[src/rtl/dma_2d_pkg.sv]
// Shared encodings and AXI constants for the 2D DMA read/write masters.
// Used by the burst calculator and both masters.
package dma_2d_pkg;

  typedef enum logic [1:0] {
    ST_IDLE,
    ST_AW,
    ST_W,
    ST_B
  } dma_state_e;

  localparam logic [2:0]  AXI_SIZE_4B     = 3'b010;
  localparam logic [1:0]  AXI_BURST_INCR  = 2'b01;
  localparam logic [1:0]  AXI_RESP_OKAY   = 2'b00;
  localparam logic [31:0] BOUNDARY_4K     = 32'h0000_1000;
  localparam logic [31:0] MAX_BURST_BYTES = 32'd256;

endpackage

[src/rtl/dma_burst_calc.sv]
// Burst sizing: min(max burst, bytes left in line, distance to 4 KB).
// Purely combinational; shared by the read and write masters.
import dma_2d_pkg::*;

module dma_burst_calc #(
  parameter logic [31:0] MAX_BYTES = MAX_BURST_BYTES
) (
  input  logic [11:0] i_addr_lo,
  input  logic [31:0] i_width,
  input  logic [31:0] i_line_done,
  output logic [31:0] o_bytes,
  output logic [7:0]  o_len
);

  logic [31:0] w_line_rem;
  logic [31:0] w_to_4k;

  assign w_line_rem = i_width - i_line_done;
  assign w_to_4k    = BOUNDARY_4K - {20'd0, i_addr_lo};

  always_comb begin
    o_bytes = MAX_BYTES;
    if (w_line_rem < o_bytes) o_bytes = w_line_rem;
    if (w_to_4k < o_bytes)    o_bytes = w_to_4k;
  end

  assign o_len = 8'((o_bytes >> 2) - 32'd1);

endmodule

[src/rtl/dma_2d_write_master.sv]
// AXI4 write master for the 2D DMA: drains the read->write FIFO
// into a cropped rectangle, one outstanding burst at a time.
import dma_2d_pkg::*;

module dma_2d_write_master #(
  parameter int C_M_AXI_ID_WIDTH   = 1,
  parameter int C_M_AXI_ADDR_WIDTH = 32,
  parameter int C_M_AXI_DATA_WIDTH = 32,
  parameter int C_M_AXI_BURST_LEN  = 64
) (
  input  logic                            clk,
  input  logic                            reset_n,
  input  logic                            i_start,
  input  logic [31:0]                     i_dst_addr,
  input  logic [31:0]                     i_img_width,
  input  logic [31:0]                     i_img_height,
  input  logic [31:0]                     i_img_stride,
  output logic                            o_write_done,
  output logic                            o_busy,
  output logic                            o_error,
  input  logic                            i_fifo_empty,
  input  logic [31:0]                     i_fifo_data,
  output logic                            o_fifo_pop,
  output logic [C_M_AXI_ADDR_WIDTH-1:0]   m_axi_awaddr,
  output logic [7:0]                      m_axi_awlen,
  output logic [2:0]                      m_axi_awsize,
  output logic [1:0]                      m_axi_awburst,
  output logic                            m_axi_awvalid,
  input  logic                            m_axi_awready,
  output logic [C_M_AXI_DATA_WIDTH-1:0]   m_axi_wdata,
  output logic [C_M_AXI_DATA_WIDTH/8-1:0] m_axi_wstrb,
  output logic                            m_axi_wlast,
  output logic                            m_axi_wvalid,
  input  logic                            m_axi_wready,
  input  logic [1:0]                      m_axi_bresp,
  input  logic                            m_axi_bvalid,
  output logic                            m_axi_bready
);

  if (C_M_AXI_DATA_WIDTH != 32 || C_M_AXI_ID_WIDTH < 1) begin : g_cfg_check
    $error("dma_2d_write_master: only 32-bit data supported");
  end

  dma_state_e r_state;
  dma_state_e w_next;

  logic [31:0] r_addr;
  logic [31:0] r_line_start;
  logic [31:0] r_width;
  logic [31:0] r_height;
  logic [31:0] r_stride;
  logic [31:0] r_line_done;
  logic [31:0] r_line_cnt;
  logic [31:0] r_bytes;
  logic [7:0]  r_beats;
  logic [7:0]  r_beat_cnt;
  logic        r_done;
  logic        r_error;

  logic [31:0] w_bytes;
  logic [7:0]  w_len;
  logic        w_idle_start;
  logic        w_empty_job;
  logic        w_aw_hs;
  logic        w_w_hs;
  logic        w_b_hs;
  logic        w_line_end;
  logic        w_last_line;

  dma_burst_calc #(
    .MAX_BYTES (32'(C_M_AXI_BURST_LEN * 4))
  ) u_calc (
    .i_addr_lo   (r_addr[11:0]),
    .i_width     (r_width),
    .i_line_done (r_line_done),
    .o_bytes     (w_bytes),
    .o_len       (w_len)
  );

  assign w_idle_start = i_start && (r_state == ST_IDLE);
  assign w_empty_job  = (i_img_width == 32'd0) || (i_img_height == 32'd0);
  assign w_aw_hs      = m_axi_awvalid && m_axi_awready;
  assign w_w_hs       = m_axi_wvalid && m_axi_wready;
  assign w_b_hs       = m_axi_bvalid && m_axi_bready;
  assign w_line_end   = (r_line_done + r_bytes) == r_width;
  assign w_last_line  = (r_line_cnt + 32'd1) == r_height;

  always_ff @(posedge clk) begin
    if (!reset_n) r_state <= ST_IDLE;
    else          r_state <= w_next;
  end

  always_comb begin
    w_next        = r_state;
    m_axi_awvalid = 1'b0;
    m_axi_wvalid  = 1'b0;
    m_axi_wlast   = 1'b0;
    m_axi_bready  = 1'b0;
    unique case (r_state)
      ST_IDLE: begin
        if (w_idle_start && !w_empty_job) w_next = ST_AW;
      end
      ST_AW: begin
        m_axi_awvalid = 1'b1;
        if (m_axi_awready) w_next = ST_W;
      end
      ST_W: begin
        m_axi_wvalid = !i_fifo_empty;
        m_axi_wlast  = (r_beat_cnt == r_beats);
        if (m_axi_wvalid && m_axi_wready && m_axi_wlast)
          w_next = ST_B;
      end
      ST_B: begin
        m_axi_bready = 1'b1;
        if (m_axi_bvalid)
          w_next = (w_line_end && w_last_line) ? ST_IDLE : ST_AW;
      end
      default: w_next = ST_IDLE;
    endcase
  end

  always_ff @(posedge clk) begin
    if (!reset_n) begin
      r_addr       <= '0;
      r_line_start <= '0;
      r_width      <= '0;
      r_height     <= '0;
      r_stride     <= '0;
      r_line_done  <= '0;
      r_line_cnt   <= '0;
      r_bytes      <= '0;
      r_beats      <= '0;
      r_beat_cnt   <= '0;
      r_done       <= 1'b0;
      r_error      <= 1'b0;
    end else if (w_idle_start) begin
      r_addr       <= i_dst_addr;
      r_line_start <= i_dst_addr;
      r_width      <= i_img_width;
      r_height     <= i_img_height;
      r_stride     <= i_img_stride;
      r_line_done  <= '0;
      r_line_cnt   <= '0;
      r_error      <= 1'b0;
      r_done       <= w_empty_job;
    end else if (w_aw_hs) begin
      r_beats    <= w_len;
      r_bytes    <= w_bytes;
      r_beat_cnt <= '0;
    end else if (w_w_hs) begin
      r_beat_cnt <= r_beat_cnt + 8'd1;
    end else if (w_b_hs) begin
      if (m_axi_bresp != AXI_RESP_OKAY) r_error <= 1'b1;
      // Completed line: jump to next line start rather than advancing
      if (w_line_end) begin
        r_line_start <= r_line_start + r_stride;
        r_addr       <= r_line_start + r_stride;
        r_line_done  <= '0;
        r_line_cnt   <= r_line_cnt + 32'd1;
        if (w_last_line) r_done <= 1'b1;
      end else begin
        r_addr      <= r_addr + r_bytes;
        r_line_done <= r_line_done + r_bytes;
      end
    end
  end

  assign m_axi_awaddr  = r_addr[C_M_AXI_ADDR_WIDTH-1:0];
  assign m_axi_awlen   = w_len;
  assign m_axi_awsize  = AXI_SIZE_4B;
  assign m_axi_awburst = AXI_BURST_INCR;
  assign m_axi_wdata   = i_fifo_data;
  assign m_axi_wstrb   = '1;
  assign o_fifo_pop    = m_axi_wvalid && m_axi_wready;
  assign o_write_done  = r_done;
  assign o_error       = r_error;
  assign o_busy        = (r_state != ST_IDLE);

endmodule

[config.mk]
export PLATFORM = sky130hd
export DESIGN_NAME = dma_2d_write_master
export DESIGN_NICKNAME = d
export VERILOG_FILES = /design/src/rtl/dma_2d_pkg.sv /design/src/rtl/dma_burst_calc.sv /design/src/rtl/dma_2d_write_master.sv
export SDC_FILE = /design/constraint.sdc
export NUM_CORES = 1
export LEC_CHECK = 0
export BUFFER_PORTS_ARGS = -buffer_cell sky130_fd_sc_hd__buf_2
export CORE_MARGIN = 4
export CORE_UTILIZATION = 54
export DETAILED_ROUTE_END_ITERATION = 16
export HOLD_SLACK_MARGIN = 0.03
export PLACE_DENSITY = 0.9
export RECOVER_POWER = 50
export SLEW_MARGIN = 20
export SYNTH_ARGS = -nofsm -noshare
export SYNTH_HDL_FRONTEND = slang
export SYNTH_SLANG_ARGS = --single-unit
[constraint.sdc]
create_clock -name clk -period 8.6 [get_ports clk]
set_clock_uncertainty 0.1 [all_clocks]
set_input_delay 1.72 -clock clk [delete_from_list [all_inputs] [get_ports clk]]
set_output_delay 1.72 -clock clk [all_outputs]
set_load 0.05 [all_outputs]
==> qor.yml, run 1 <==
critical_path:
  reg2reg_depth: 29
  critical_path_required_ps: 6780
  reg2reg_to: "r_beats[6]$_SDFFE_PN0P_"
  rr_startpoint: "r_line_done[16]$_SDFFE_PP0P_"
  rrSetupSlack_ps: 1880
  end_kind: "output pin"
  cp.arrival_ps: 6850
  slowest_stage: "or4_1"
  crit_fanout: 7
  setup.worst_path.class: "reg2out"
  critPathLaunchType: "register"
  crit_path_frequent_cell: "a21o_1"
  cp_slowest_stage_delay_ps: 560
worst_hold_path:
  holdCritStartpoint: "o_error$_SDFFE_PP0P_"
  hold_path_end: "o_error$_SDFFE_PP0P_"
  hold_path_class: "reg2reg"
  whs_path_depth: 2
floorplanning:
  die_x_um: 208
  die-area_um2: 43100
  start_util_pct: 55.2
  ios: 258
  die_h_um: 208
  core_area_um2: 39000
  std_cell_rows: 72
cts:
  clockBufferDepth: 3
  postCtsHoldBufs: 0
  cts_tree: "built"
  clkLatencyLatePin_ps: 590
  cts_sinks: 276
  clk_transition_reported_paths_ps: 60
  clock_tree.root_cell: "clkbuf_16"
  cts_made_buffers: 30
  cts_max_level: 1
route:
  dr.first_iter.drc_count: 2605
  ant_nets: 0
  first_pass_iters: 5
  via_count: 21853
  drc: 0
  wire_per_inst_um: 19.3
  routed_wl_um: 67000
  via_per_inst: 6.29
timing:
  finalCritPeriodShare_pct: 101
  worst_pin_slew_ps: 3640
  slew-limit-headroom_pct: -143
  fin_ws_ps: -74.3
  drv_slew: 167
  fin_setup_tns_ps: -74.3
  rsz0062_at_grt: "yes"
  fmax_ghz: 0.115
  finalSetupViolations: 1
  hold_viol: 0
  fin_crit_ps: 8670
placement:
  post_dp_cell_area_um2: 22700
  routabilityCongestion: 0.998
  portBuffers: 184
  dp_hpwl_um: 49300
synthesis:
  synth.ff_latch_count: 276
  async_flop_share_pct: 0
  synth_edf_count: 0
  synth_cell_types: 91
  synthFlopType: "dfxtp_1"
  syn_avg_cell_area_um2: 7.61
  syn_area_um2: 21500
  syn_inst: 2829
  synth_warnings: 0
  yosysSeqAreaShare_pct: 25.7
finish:
  fill_cells: 3350
  drive_above_1_share_pct: 13.4
  final_cell_mix: "nand2_1, dfxtp_1, a21oi_1"
  finalInstanceArea_um2: 24400
  fin_util_pct: 62.5
  final_nets: 3252
  areaGrowthSynthToFinish_pct: 13.3
  final_common_cell: "nand2_1"
power:
  leakage_nw: 10.2
  power.total_mw: 6.90
  peakVddDrop_mv: 0.258
  pwr_density_cell_nw_per_um2: 283
grt:
  grt_usage_pct: 28.8
  grt_overflow: 0
  antenna_found_initial: 0
  grt_max_degree: 76
  grt_pass1_wl_um: 105000
  grt_pass1_vias: 20066
status:
  violations: "capacitance limit, slew limit, setup timing"
  status: "complete, but fails checks"
job:
  maxCapViolCount: 3
[routing by layer]
layer	vias to the layer above	global-route usage, %	wire length [um]
li1	10385	-	-
met1	10074	41.1	28900
met2	1228	44.9	29200
met4	0	8.67	1950
met3	166	4.85	6990
met5	-	0	0
[final cells by class]
cell class,count,area [um^2],area share (%)
Sequential cell,276,5530,22.7
Multi-Input combinational cell,2277,15300,62.6
Antenna cell,1,2.50,0.0103
Tap cell,518,648,2.66
Clock inverter,17,258,1.06
Clock buffer,39,866,3.55
Inverter,90,338,1.39
Timing Repair Buffer,259,1470,6.02
[how the worst max path moves through the flow]
stage                                 to                         start  slack, ps
after global placement    m_axi_awlen[6]  r_line_done[12]$_SDFFE_PP0P_        130
after floorplan           m_axi_awlen[6]   r_line_done[1]$_SDFFE_PP0P_         20
after detailed placement  m_axi_awlen[6]  r_line_done[12]$_SDFFE_PP0P_        -40
after global routing      m_axi_awlen[6]  r_line_done[22]$_SDFFE_PP0P_       -260
after CTS                 m_axi_awlen[4]  r_line_done[11]$_SDFFE_PP0P_         20
final                     m_axi_awlen[6]  r_line_done[16]$_SDFFE_PP0P_        -70
[through the flow]
stage / std cells / hold WS (ps) / setup slack (ps)
4_1_cts: 3459 / 355 / 15.0
5_1_grt: 3476 / 388 / -262
3_3_place_gp: 3401 / 333 / 128
6_report: 3477 / 352 / -74.3
3_5_place_dp: 3401 / 346 / -37.5
2_1_floorplan: 2840 / 346 / 22.2
[synth_stat cells (all sizes together), types with 12 or more instances]
library cell,number,area share [%]
a211oi,48,1.7
a21boi,105,3.7
a21o,46,1.6
a21oi,196,4.6
a22o,15,0.61
a31oi,28,0.84
and2,49,1.4
and3,26,0.76
buf,63,2.0
clkbuf,134,2.3
dfxtp,276,26
ha,145,8.4
inv,90,1.6
mux2i,43,2.0
nand2,410,7.1
nand2b,20,0.58
nand3,89,2.1
nand4,43,1.3
nor2,167,2.9
nor2b,30,0.87
nor3,43,1.0
nor4,47,1.4
o211ai,26,0.91
o21a,30,1.0
o21ai,190,4.4
o21bai,12,0.42
o31a,12,0.49
o31ai,22,0.77
or2,14,0.41
or3,43,1.2
or4,19,0.66
xnor2,119,4.8
xor2,71,2.9
[registers in the layout, summed over array words and instances (netlist names)]
signal	count
m_axi_awaddr	32
o_error	1
o_write_done	1
r_beat_cnt	8
r_beats	8
r_bytes	32
r_height	32
r_line_cnt	32
r_line_done	32
r_line_start	32
r_state	2
r_stride	32
r_width	32
[logic make-up after synthesis]
group | after synthesis | synth area share [%]
and+or+nand+nor | 1036 | 23.3
xor gates and xnor gates | 199 | 8.72
adders and majority gates | 149 | 8.80
DFF | 276 | 25.7
other | 2 | 0.0349
AOI/OAI and AO/OA | 832 | 25.3
muxes | 48 | 2.28
buffers and inverters | 287 | 5.89
[where the power goes]
part           internal [mW]  switching [mW]  leakage [nW]
combinational           1.44            2.35          7.37
sequential              1.46           0.188          2.25
clock                  0.890           0.576         0.533
total                   3.79            3.11          10.2
[repair_timing]
action,4_1_cts,5_1_grt
buffers inserted,2,17
pin swaps,8,36
setup endpoints to repair,3,3
resized for setup,33,77
[worst max-delay path, delay by kind of cell, from the launching register on]
| family | cells | cell delay (ps) |
|---|---|---|
| AND/OR/NAND/NOR | 11 | 2470 |
| AO/OA/AOI/OAI | 10 | 2180 |
| adder cells (fa/ha/maj) | 3 | 840 |
| flip-flops | 1 | 350 |
| buffers and inverters | 3 | 260 |
| XOR/XNOR | 1 | 150 |
(Power assumes the default switching activity.)
==> run 2: changes to the inputs <==
--- a/config.mk
+++ b/config.mk
@@ -6,8 +6,10 @@
 export NUM_CORES = 1
 export LEC_CHECK = 0
 export BUFFER_PORTS_ARGS = -buffer_cell sky130_fd_sc_hd__buf_2
+export CELL_PAD_IN_SITES_DETAIL_PLACEMENT = 1
+export CELL_PAD_IN_SITES_GLOBAL_PLACEMENT = 1
 export CORE_MARGIN = 4
-export CORE_UTILIZATION = 54
+export CORE_UTILIZATION = 40
 export DETAILED_ROUTE_END_ITERATION = 16
 export HOLD_SLACK_MARGIN = 0.03
 export PLACE_DENSITY = 0.9
==> constraint.sdc (replaced) <==
create_clock -name clk -period 8.6 [get_ports clk]
set_clock_uncertainty 0.1 [all_clocks]
set_input_delay 1.29 -clock clk [delete_from_list [all_inputs] [get_ports clk]]
set_output_delay 1.29 -clock clk [all_outputs]
set_load 0.05 [all_outputs]
==> qor.yml, run 2 (same netlist as run 1, synthesis figures left out) <==
timing:
  fmax_ghz: 0.115  # -0.23%
  worst_pin_slew_ps: 2670  # -966 ps
  hold_viol: 0  # unchanged
  slew-limit-headroom_pct: -78.1  # +65 points
  finalSetupViolations: 2  # +1
  finalCritPeriodShare_pct: 101  # +0.23 points
  drv_slew: 197  # +18%
  holdWs_ps: 348  # -4.15 ps
  fin_ws_ps: -94.3  # -19.9 ps
  fin_crit_ps: 8690  # +19.9 ps
route:
  first_pass_iters: 5  # unchanged
  routed_wl_um: 79100  # +18%
  drc: 0  # unchanged
  via_count: 22146  # +1.3%
  dr.first_iter.drc_count: 1599  # -39%
  via_per_inst: 6.12  # -2.6%
  ant_nets: 0  # unchanged
  wire_per_inst_um: 21.9  # +13%
worst_hold_path:
  hold_path_class: "reg2reg"
grt:
  antenna_found_initial: 1  # +1
  grt_pass1_vias: 22122  # +10%
  grt_max_degree: 84  # +11%
  grt_overflow: 0  # unchanged
  grt_usage_pct: 25.9  # -2.9 points
  grt_pass1_wl_um: 122000  # +16%
power:
  power.total_mw: 6.96  # +0.88%
  pwr-share-seq_pct: 24.0  # about the same
  pwr_density_cell_nw_per_um2: 286  # +1.2%
  p_clk_share_pct: 21.0  # -0.2 points
  leakage_nw: 9.99  # -1.6%
  swShare_pct: 47.0  # +1.9 points
  combPwrFrac_pct: 54.9  # about the same
  peakVddDrop_mv: 0.208  # -19%
  p_int_mw: 3.69  # -2.7%
  p_sw_mw: 3.27  # +5.2%
finish:
  drive_above_1_share_pct: 12.1  # -1.3 points
  final_cell_mix: "nand2_1, dfxtp_1, a21oi_1"
  final_nets: 3225  # -0.83%
  fin_util_pct: 45.9  # -17 points
  areaGrowthSynthToFinish_pct: 12.9
  fill_cells: 6628  # +98%
  final_common_cell: "nand2_1"
floorplanning:
  die_h_um: 240  # +16%
  core_area_um2: 53000  # +36%
  ios: 258  # unchanged
  die-area_um2: 57600  # +34%
  die_x_um: 240  # +16%
  std_cell_rows: 84  # +17%
  start_util_pct: 40.6  # -15 points
cts:
  cts_made_buffers: 34  # +13%
  clock_tree.root_cell: "clkbuf_16"
  clkLatencyLatePin_ps: 560  # -30 ps
  clk_transition_reported_paths_ps: 60  # about the same
  cts_sinks: 276  # unchanged
  cts_max_level: 2  # +1
  cts_tree: "built"
  clockBufferDepth: 3  # unchanged
  postCtsHoldBufs: 0  # unchanged
job:
  maxCapViolCount: 4  # +1
critical_path:
  critical_path_required_ps: 7210  # +430 ps
  cp_slowest_stage_delay_ps: 490  # -70 ps
  end_kind: "output pin"
  crit_fanout: 5  # -2
  cp.arrival_ps: 7300  # +450 ps
  crit_path_frequent_cell: "and2_4"
  slowest_stage: "or4_4"
  critPathLaunchType: "register"
  setup.worst_path.class: "reg2out"
status:
  status: "complete, but fails checks"
  violations: "capacitance limit, slew limit, setup timing"
placement:
  routabilityCongestion: 0.948  # -5.1%
  portBuffers: 184  # unchanged
  dp_hpwl_um: 57500  # +17%
-- run 2: cell count changes in the layout (fill, tap and decap cells not counted), moves of 4 or more --
cell / change
buf_4: -33
bufinv_16: -5
clkbuf_1: +10
clkbuf_16: +6
clkinvlp_4: -6
dfxtp_1: +4
dfxtp_2: -4
-- run 2: path summary, 6_finish.rpt --
check	endpoint	slack, ps	cells past startpoint	start
min	o_error$_SDFFE_PP0P_	350	2	o_error$_SDFFE_PP0P_
max	m_axi_awlen[4]	-90	30	r_line_done[1]$_SDFFE_PP0P_
max reg2reg	r_beats[6]$_SDFFE_PN0P_	1620	30	r_line_done[1]$_SDFFE_PP0P_
min reg2reg	o_error$_SDFFE_PP0P_	350	2	o_error$_SDFFE_PP0P_
-- run 2: power by group through the flow --
| stage | registers, mW | clock network [mW] | logic (mW) |
|---|---|---|---|
| 5_1_grt | 1.69 | 1.54 | 4.07 |
| 6_report | 1.67 | 1.47 | 3.82 |
| 2_1_floorplan | 1.72 | 0 | 2.34 |
| 3_5_place_dp | 1.68 | 0 | 3.35 |
| 4_1_cts | 1.66 | 1.49 | 3.46 |
| 3_3_place_gp | 1.67 | 0 | 3.27 |
-- run 2: layout make-up --
type | instances | area, um^2 | share of cell area (%)
repair buffers | 228 | 1220 | 5.03
clock inverters | 7 | 60.1 | 0.247
clock buffers | 52 | 1050 | 4.33
flip-flops and latches | 276 | 5530 | 22.8
diodes | 1 | 2.50 | 0.0103
well taps | 688 | 861 | 3.54
multi-input cells | 2277 | 15200 | 62.7
inverters | 90 | 338 | 1.39
-- run 2: stage by stage --
step / cells / TNS, ps / area (um^2) / setup WS, ps
2_1_floorplan: 2840 / 0 / 21600 / 98.6
3_3_place_gp: 3547 / 0 / 22700 / 215
3_5_place_dp: 3547 / -141 / 22700 / -93.5
4_1_cts: 3606 / 0 / 23900 / 19.6
5_1_grt: 3618 / -487 / 24300 / -183
6_report: 3619 / -99.8 / 24300 / -94.3
-- run 2: metal layers --
layer / GRT usage [%] / up-vias / part of all wire (%)
met2: 41.9 / 829 / 45
li1: - / 10297 / -
met5: 0 / - / 0
met3: 3.79 / 215 / 6.9
met1: 35.6 / 10805 / 44
met4: 8.76 / 0 / 3.7
-- run 2: worst max-delay path: cells and delay by family, from the launching register on --
kind,cells,cell delay [ps]
AO/OA/AOI/OAI,10,2500
AND/OR/NAND/NOR,10,2350
adder cells (fa/ha/maj),3,810
buffers and inverters,6,580
flip-flops,1,370
XOR/XNOR,1,140
-- run 2: repair_timing --
item,4_1_cts,5_1_grt
endpoints found under the setup margin,3,3
buffers inserted,0,12
pin swaps,2,31
resized for setup,35,78
